`config.mk`:
```
export PLATFORM = sky130hd
export DESIGN_NAME = audio_input
export DESIGN_NICKNAME = d
export VERILOG_FILES = /design/src/rtl/audio_input.sv
export SDC_FILE = /design/constraint.sdc
export NUM_CORES = 1
export LEC_CHECK = 0
export CELL_PAD_IN_SITES_DETAIL_PLACEMENT = 0
export CELL_PAD_IN_SITES_GLOBAL_PLACEMENT = 2
export CORE_MARGIN = 3
export CORE_UTILIZATION = 36
export DETAILED_ROUTE_END_ITERATION = 10
export GPL_ROUTABILITY_DRIVEN = 0
export PLACE_DENSITY_LB_ADDON = 0.1
export SLEW_MARGIN = 0
export SYNTH_ARGS = -nofsm -noshare
export SYNTH_HDL_FRONTEND = slang
export SYNTH_SLANG_ARGS = --single-unit
```
`constraint.sdc`:
```
create_clock -name clk -period 2.25 [get_ports clk]
set_input_delay 0.3375 -clock clk [delete_from_list [all_inputs] [get_ports clk]]
set_output_delay 0.3375 -clock clk [all_outputs]
set_load 0.02 [all_outputs]
```
`src/rtl/audio_input.sv`:
```
// audio_input: PDM microphone capture. Drives the mic clock, samples the
// data line once per M_CLK period (on the falling edge) and packs 16 bits
// per word, first received bit in bit 0, then writes the word to the
// DelayBuffer write port with a wrapping address.
module audio_input #(
    parameter int MEM_WIDTH = 16,
    parameter int MEM_DEPTH = 65536,
    parameter int CLK_DIV   = 2
) (
    input  logic                 clk,
    input  logic                 reset,
    input  logic                 PDM_in,
    input  logic                 record_en,
    output logic                 M_CLK,
    output logic                 LR_sel,
    output logic [MEM_WIDTH-1:0] data_out,
    output logic                 write_en,
    output logic [15:0]          write_address,
    output logic                 wrapped
);

    localparam int DIV_W = (CLK_DIV > 1) ? $clog2(CLK_DIV) : 1;
    localparam logic [DIV_W-1:0] DIV_LAST = DIV_W'(CLK_DIV - 1);
    localparam int BIT_W = $clog2(MEM_WIDTH);
    localparam logic [BIT_W-1:0] BIT_LAST = BIT_W'(MEM_WIDTH - 1);
    localparam logic [15:0] ADDR_LAST = 16'(MEM_DEPTH - 1);

    typedef enum logic [1:0] {
        IDLE,
        CAPTURE,
        WRITE
    } state_t;

    state_t               state_q, state_d;
    logic [DIV_W-1:0]     div_cnt_q, div_cnt_d;
    logic                 m_clk_q, m_clk_d;
    logic                 rec_meta_q, rec_s_q;
    logic [BIT_W-1:0]     bit_cnt_q, bit_cnt_d;
    logic [MEM_WIDTH-1:0] shreg_q, shreg_d;
    logic [MEM_WIDTH-1:0] data_out_q, data_out_d;
    logic                 write_en_q, write_en_d;
    logic [15:0]          addr_q, addr_d;
    logic                 wrapped_q, wrapped_d;

    logic                 strobe;
    logic [MEM_WIDTH-1:0] shifted;

    // Sample point: M_CLK high and about to fall on this edge.
    assign strobe  = m_clk_q && (div_cnt_q == DIV_LAST);
    assign shifted = {PDM_in, shreg_q[MEM_WIDTH-1:1]};

    // Free-running microphone clock divider.
    always_comb begin
        div_cnt_d = div_cnt_q + 1'b1;
        m_clk_d   = m_clk_q;
        if (div_cnt_q == DIV_LAST) begin
            div_cnt_d = '0;
            m_clk_d   = ~m_clk_q;
        end
    end

    // Capture FSM next-state and datapath.
    always_comb begin
        state_d    = state_q;
        bit_cnt_d  = bit_cnt_q;
        shreg_d    = shreg_q;
        data_out_d = data_out_q;
        write_en_d = 1'b0;
        addr_d     = addr_q;
        wrapped_d  = 1'b0;
        case (state_q)
            IDLE: begin
                bit_cnt_d = '0;
                if (strobe && rec_s_q) begin
                    shreg_d   = shifted;
                    bit_cnt_d = BIT_W'(1);
                    state_d   = CAPTURE;
                end
            end
            CAPTURE: begin
                // A dropped request discards the partial word outright.
                if (!rec_s_q) begin
                    bit_cnt_d = '0;
                    state_d   = IDLE;
                end else if (strobe) begin
                    shreg_d = shifted;
                    if (bit_cnt_q == BIT_LAST) begin
                        data_out_d = shifted;
                        write_en_d = 1'b1;
                        bit_cnt_d  = '0;
                        state_d    = WRITE;
                    end else begin
                        bit_cnt_d = bit_cnt_q + 1'b1;
                    end
                end
            end
            WRITE: begin
                if (addr_q == ADDR_LAST) begin
                    addr_d    = '0;
                    wrapped_d = 1'b1;
                end else begin
                    addr_d = addr_q + 16'd1;
                end
                state_d = rec_s_q ? CAPTURE : IDLE;
            end
            default: state_d = IDLE;
        endcase
    end

    // All state registers, including the record_en synchronizer.
    always_ff @(posedge clk or posedge reset) begin
        if (reset) begin
            state_q    <= IDLE;
            div_cnt_q  <= '0;
            m_clk_q    <= 1'b0;
            rec_meta_q <= 1'b0;
            rec_s_q    <= 1'b0;
            bit_cnt_q  <= '0;
            shreg_q    <= '0;
            data_out_q <= '0;
            write_en_q <= 1'b0;
            addr_q     <= '0;
            wrapped_q  <= 1'b0;
        end else begin
            state_q    <= state_d;
            div_cnt_q  <= div_cnt_d;
            m_clk_q    <= m_clk_d;
            rec_meta_q <= record_en;
            rec_s_q    <= rec_meta_q;
            bit_cnt_q  <= bit_cnt_d;
            shreg_q    <= shreg_d;
            data_out_q <= data_out_d;
            write_en_q <= write_en_d;
            addr_q     <= addr_d;
            wrapped_q  <= wrapped_d;
        end
    end

    assign M_CLK         = m_clk_q;
    assign LR_sel        = 1'b0;
    assign data_out      = data_out_q;
    assign write_en      = write_en_q;
    assign write_address = addr_q;
    assign wrapped       = wrapped_q;

endmodule
```
==> results of run 1 <==
worst paths after layout:
path | cells after the start | endpoint | from | slack, ns
max | 5 | data_out[3]$_DFFE_PP0P_ | bit_cnt_q[0]$_DFFE_PP0P_ | 0.38
min | 0 | rec_s_q$_DFF_PP0_ | rec_meta_q$_DFF_PP0_ | 0.35
max reg2reg | 5 | data_out[3]$_DFFE_PP0P_ | bit_cnt_q[0]$_DFFE_PP0P_ | 0.38
min reg2reg | 0 | rec_s_q$_DFF_PP0_ | rec_meta_q$_DFF_PP0_ | 0.35
max in group asynchronous | 3 | data_out[1]$_DFFE_PP0P_ | reset | 1.59
min in group asynchronous | 3 | write_address[4]$_DFFE_PP0N_ | reset | 0.39
kinds of logic after synthesis:
logic type                 synth area share
and+or+nand+nor                      0.1084
DFF                                  0.5924
adders and majority gates           0.01004
xor gates and xnor gates            0.04568
muxes                                0.1576
buffers and inverters               0.03313
other                              0.001505
AOI/OAI and AO/OA                   0.05121
metrics by stage:
stage / power (W) / instances / utilization
floorplan: 0.001190 / 187 / -
global placement: 0.001213 / 299 / 0.4531
detailed placement: 0.001219 / 299 / 0.4531
CTS: 0.002322 / 315 / 0.4879
global route: 0.002374 / 315 / 0.4879
finish: 0.002281 / 315 / 0.4879
registers in the layout, summed over array words and instances (netlist names):
name,cells
div_cnt_q,1
state_q,2
shreg_q,15
wrapped,1
write_address,16
write_en,1
bit_cnt_q,4
rec_s_q,1
M_CLK,1
data_out,16
rec_meta_q,1
area by class of cell:
type | count | area [um^2] | area share
tap | 77 | 96.34 | 0.03023
timing repair buffer | 42 | 422.9 | 0.1327
sequential | 59 | 1476 | 0.4633
clock inverter | 4 | 72.57 | 0.02277
inverter | 8 | 30.03 | 0.009423
multi-input combinational | 113 | 933.4 | 0.2929
clock buffer | 12 | 155.1 | 0.04868
report_power, final:
part           switching (W)  internal (W)  total (W)  leakage, nW
logic              0.0000335     0.0000367  0.0000703        0.570
clock network       0.000403      0.000683    0.00109        0.113
registers          0.0000275       0.00110    0.00113        0.798
layer usage:
metal  vias up  GRT usage
met4         0    0.06901
met5         -          0
met2        42     0.2063
li1        747          -
met1       821     0.1786
met3         8    0.03779
worst reg2reg max path, cell delays in order, from the launching register on:
cell	delay (ns)
dfrtp_1	0.38
ha_1	0.22
nand3_2	0.16
nor4_4	0.28
buf_4	0.33
mux2_2	0.38
cells in the final DEF, fill, tap and decap left out, types with 3 or more instances in the layout:
cell type,instances
buf_4,3
clkbuf_8,11
clkdlybuf4s50_1,38
dfrtp_1,59
inv_1,7
mux2_2,22
mux2_4,9
nand2_1,8
nand3_1,6
nand4_1,5
nor2_1,11
o21ai_0,6
o31ai_1,3
xnor2_1,4
xor2_1,9
==> out/metrics.csv, run 1 <==
stage;metric;value;unit
critical_path;CP startpoint kind;flip-flop;
global_routing;initial antenna violation count;0;
yosys;Post-Syn Area;2492;um^2
routing;DR DRC count;0;
die;DIE WIDTH;89.21;um
die;die area;7958;um^2
critical_path;Setup CP Type;reg -> reg;
die;I/O Pins;40;
critical_path;CP bufs+invs;1;
routing;WL/cell;14.96;um
sta;Max Slew Vio Count;0;
critical_path;CP arrival;2.07;ns
yosys;Cells after Synth;187;
sta;Fmax;534.7;MHz
clock_tree;Num CTS Buffers;9;
clock_tree;CTS tree;yes;
global_routing;Tot GR Track Use;0.1361;
routing;DRT Wirelength;4711;um
yosys;sequential element share of the synthesized area;0.5924;
sta;Setup Viol. Count Final;0;
yosys;Top FF cell, synth;dfrtp_1;
critical_path;Slowest Stage Delay on Critical Path;0.38;ns
yosys;flops & latches, synth;59;
sta;clock skew after layout;0.01074;ns
die;# rows;29;
critical_path;peak fanout along the critical path;17;
clock_tree;Worst-path clk slew;0.07;ns
placement;number of port buffers;38;
critical_path;Slowest-stage cell, CP;dfrtp_1;
yosys;count leader, synth;dfrtp_1;
final_layout;Final Cell Area;3187;um^2
routing;metal3 WL;265;um
yosys;warnings from Yosys;0;
sta;final period utilization;0.8313;
routing;final antenna-violating net count;0;
placement;Place WS;0.3946;ns
yosys;asr flop ratio synth;1.000;
routing;Metal-1 WL;2195;um
yosys;top post-synthesis cells by area;dfrtp_1, mux2_2, mux2_4, xor2_1, nor2_1;
pwr;Leak;1.481;nW
final_layout;Nets;239;
routing;WL met2;2176;um
yosys;Distinct cells, synth;41;
clock_tree;post-CTS setup buffers;0;
clock_tree;hold bufs inserted after CTS;0;
sta;min setup slack post-route;0.3796;ns
yosys;EDFF count, synth;0;
sta;hold_ws;0.3510;ns
clock_tree;CTS Root Cell;clkbuf_8;
global_routing;grt ovf;0;
yosys;synth cell count leaders;dfrtp_1, mux2_2, nor2_1;
clock_tree;Clock Sinks;59;
global_routing;vias in the first global route;1697;
routing;DR top layer;met4;
yosys;leading area contributor after synthesis;dfrtp_1;
min_path;Hold Crit Class;reg -> reg;
die;core footprint;6531;um^2
clock_tree;worst-skew pair later-pin latency;0.32;ns
routing;drt first pass iters;4;
yosys;Avg Inst Size Synth;13.33;um^2
die;Die Y;89.21;um
critical_path;cell family with most CP delay;simple AND/OR/NAND/NOR gates;
global_routing;largest net degree at the start of global routing;60;
final_layout;fraction of layout cells with a size suffix above 1;0.2479;
placement;area of placed instances;2959;um^2
final_layout;ANT cells;0;
yosys;syn nets;193;
clock_tree;H-tree levels;3;
sta;Final min period;1.870;ns
critical_path;crit-path cells;ha_1 -> nand3_2 -> nor4_4 -> buf_4 -> mux2_2;
pwr;pwr/cell area;715.8;nW/um^2
routing;routed vias/inst;5.137;
yosys;share of Yosys cell area claimed by the top area cell type;0.5924;
routing;Via Count;1618;
final_layout;Filler Cell Count;570;
sta;RSZ-0062 raised after global routing;no;
clock_tree;Post-CTS Resized;0;
job;Max-Cap Viols;0;
clock_tree;Clock Path Buffers;2;
critical_path;Crit. End Element;flip-flop;
pwr;worst vdd ir;0.3182;mV
routing;Initial DRC Count;60;
sta;Fin Setup TNS;0;ns
die;Initial Utilization;0.3816;
placement;DP HPWL;3105;um
critical_path;Crit path required time;2.45;ns
global_routing;global-route wire length before repair;8197;um
sta;Final Hold Fails;0;
run_status;outcome;completed;
final_layout;Area Overhead vs Synth;27.86;%
Power figures use the tool's default switching activity.
==> run 2: changes to the inputs <==
==> constraint.sdc (replaced) <==
create_clock -name clk -period 1.79 [get_ports clk]
set_input_delay 0.2685 -clock clk [delete_from_list [all_inputs] [get_ports clk]]
set_output_delay 0.2685 -clock clk [all_outputs]
set_load 0.02 [all_outputs]
==> out/metrics.csv, run 2 (same netlist as run 1, synthesis figures left out) <==
stage;metric;value;unit;change
clock_tree;Clock Path Buffers;2;;unchanged
critical_path;Crit path required time;1.52;ns;was 2.45 ns
die;Initial Utilization;0.3816;;unchanged
global_routing;initial antenna violation count;0;;unchanged
sta;Setup Viol. Count Final;0;;unchanged
sta;Max Slew Vio Count;0;;unchanged
global_routing;vias in the first global route;1687;;was 1697
placement;DP HPWL;3275;um;was 3105 um
die;# rows;29;;unchanged
routing;Initial DRC Count;71;;was 60
sta;Fin Setup TNS;0;ns;unchanged
critical_path;crit-path cells;clkdlybuf4s50_1;;was ha_1 -> nand3_2 -> nor4_4 -> buf_4 -> mux2_2
placement;area of placed instances;3054;um^2;was 2959 um^2
final_layout;Filler Cell Count;575;;was 570
critical_path;Worst Setup SP;write_address[10]$_DFFE_PP0N_;;was bit_cnt_q[0]$_DFFE_PP0P_
clock_tree;H-tree levels;3;;unchanged
clock_tree;CTS Root Cell;clkbuf_8;;unchanged
clock_tree;Clock Sinks;59;;unchanged
global_routing;Tot GR Track Use;0.1370;;was 0.1361
routing;drt first pass iters;4;;unchanged
final_layout;FF/Latch Area;1476;um^2;unchanged
final_layout;fraction of layout cells with a size suffix above 1;0.2776;;was 0.2479
die;core footprint;6531;um^2;unchanged
critical_path;CP arrival;1.46;ns;was 2.07 ns
die;die area;7958;um^2;unchanged
final_layout;Nets;246;;was 239
critical_path;Slowest Stage Delay on Critical Path;0.66;ns;was 0.38 ns
pwr;pwr/cell area;818.6;nW/um^2;was 715.8 nW/um^2
clock_tree;Worst-path clk slew;0.07;ns;about the same
critical_path;CP startpoint kind;flip-flop;;unchanged
final_layout;ANT cells;0;;unchanged
critical_path;worst reg2reg path startpoint;bit_cnt_q[0]$_DFFE_PP0P_;;unchanged
routing;final antenna-violating net count;0;;unchanged
die;I/O Pins;40;;unchanged
clock_tree;CTS tree;yes;;unchanged
pwr;worst vdd ir;0.4368;mV;was 0.3182 mV
final_layout;most common cell after layout, fill and taps aside;dfrtp_1;;unchanged
routing;routed vias/inst;5.043;;was 5.137
pwr;Leak;1.516;nW;was 1.481 nW
die;DIE WIDTH;89.21;um;unchanged
sta;Final Hold Fails;0;;unchanged
clock_tree;hold bufs inserted after CTS;0;;unchanged
final_layout;most frequent cells in the layout;dfrtp_1, clkdlybuf4s50_1, mux2_2, nor2_1;;was dfrtp_1, clkdlybuf4s50_1, mux2_2, nor2_1, clkbuf_8
sta;Final min period;1.729;ns;
sta;RSZ-0062 raised after global routing;no;;unchanged
critical_path;CP bufs+invs;1;;unchanged
clock_tree;Post-CTS Resized;0;;unchanged
critical_path;Slowest-stage cell, CP;clkdlybuf4s50_1;;was dfrtp_1
critical_path;Crit. End Element;output pin;;was flip-flop
critical_path;Setup CP Type;reg -> out;;was reg -> reg
critical_path;cell family with most CP delay;buffers and inverters;;was simple AND/OR/NAND/NOR gates
sta;final period utilization;0.9660;;
clock_tree;post-CTS setup buffers;0;;unchanged
sta;clock skew after layout;0.004675;ns;was 0.01074 ns
min_path;Hold Crit Class;in -> async;;was reg -> reg
global_routing;global-route wire length before repair;8252;um;was 8197 um
global_routing;grt ovf;0;;unchanged
sta;Fmax;578.3;MHz;
final_layout;Final Cell Area;3279;um^2;was 3187 um^2
critical_path;peak fanout along the critical path;7;;was 17
placement;number of port buffers;38;;unchanged
clock_tree;Num CTS Buffers;9;;unchanged
run_status;outcome;completed;;unchanged
final_layout;Area Overhead vs Synth;31.58;%;was 27.86%
final_layout;multi-input combinational cell area;953.4;um^2;was 933.4 um^2
die;Die Y;89.21;um;unchanged
routing;DRT Wirelength;4879;um;was 4711 um
global_routing;largest net degree at the start of global routing;23;;was 60
clock_tree;worst-skew pair later-pin latency;0.32;ns;about the same
routing;WL/cell;15.15;um;was 14.96 um
routing;DR DRC count;0;;unchanged
routing;Via Count;1624;;was 1618
job;Max-Cap Viols;0;;unchanged
sta;hold_ws;0.2787;ns;was 0.3510 ns
[run 2: cell types whose count changed in the layout (fill, tap and decap cells not counted), moves of 2 or more]
cell	change
buf_12	+3
clkinv_2	+2
clkbuf_8	-2
buf_4	+3
[run 2: metrics by stage]
step	util	instances	total power, W	setup slack [ns]
2_1_floorplan	-	187	0.001496	0.005682
3_3_place_gp	0.4676	304	0.001531	0.1149
4_1_cts	0.4971	320	0.002725	0.02767
6_report	0.5021	322	0.002685	0.06092
3_5_place_dp	0.4676	304	0.001540	0.06443
5_1_grt	0.5021	322	0.002814	0.009023
[run 2: cell type report]
cell class	count	area share
Sequential cell	59	0.4502
Multi-Input combinational cell	113	0.2907
Timing Repair Buffer	49	0.1618
Clock buffer	9	0.03777
Tap cell	77	0.02938
Clock inverter	7	0.02098
Inverter	8	0.009157
[run 2: worst paths after layout]
path                                                     end  slack [ns]  depth (start not counted)
worst max-delay path                       write_address[10]        0.06                          1
max in group asynchronous           data_out[15]$_DFFE_PP0P_        1.04                          3
worst min-delay path            write_address[7]$_DFFE_PP0N_        0.28                          2
worst min register to register             rec_s_q$_DFF_PP0_        0.35                          0
worst max register to register      data_out[13]$_DFFE_PP0P_        0.07                          6
min in group clk                           rec_s_q$_DFF_PP0_        0.35                          0
[run 2: where the power goes]
part / switching, W / total, W / internal, W
Clock: 0.000535 / 0.00117 / 0.000637
Sequential: 0.0000378 / 0.00142 / 0.00138
Combinational: 0.0000445 / 0.0000949 / 0.0000504
Total: 0.000618 / 0.00268 / 0.00207
[run 2: metal layers]
metal / track usage / vias to the layer above / routed length, um
met5: 0 / - / 0
met4: 0.05683 / 0 / 64
met3: 0.03318 / 8 / 145
met2: 0.2130 / 38 / 2328
met1: 0.1838 / 810 / 2341
li1: - / 768 / -
==> run 3: changes to the inputs <==
--- a/config.mk
+++ b/config.mk
@@ -5,6 +5,7 @@
 export SDC_FILE = /design/constraint.sdc
 export NUM_CORES = 1
 export LEC_CHECK = 0
+export CAP_MARGIN = 5
 export CELL_PAD_IN_SITES_DETAIL_PLACEMENT = 0
 export CELL_PAD_IN_SITES_GLOBAL_PLACEMENT = 2
 export CORE_MARGIN = 3
==> results of run 3 <==
No change in the layout: final DEF, timing and power equal those of run 2.
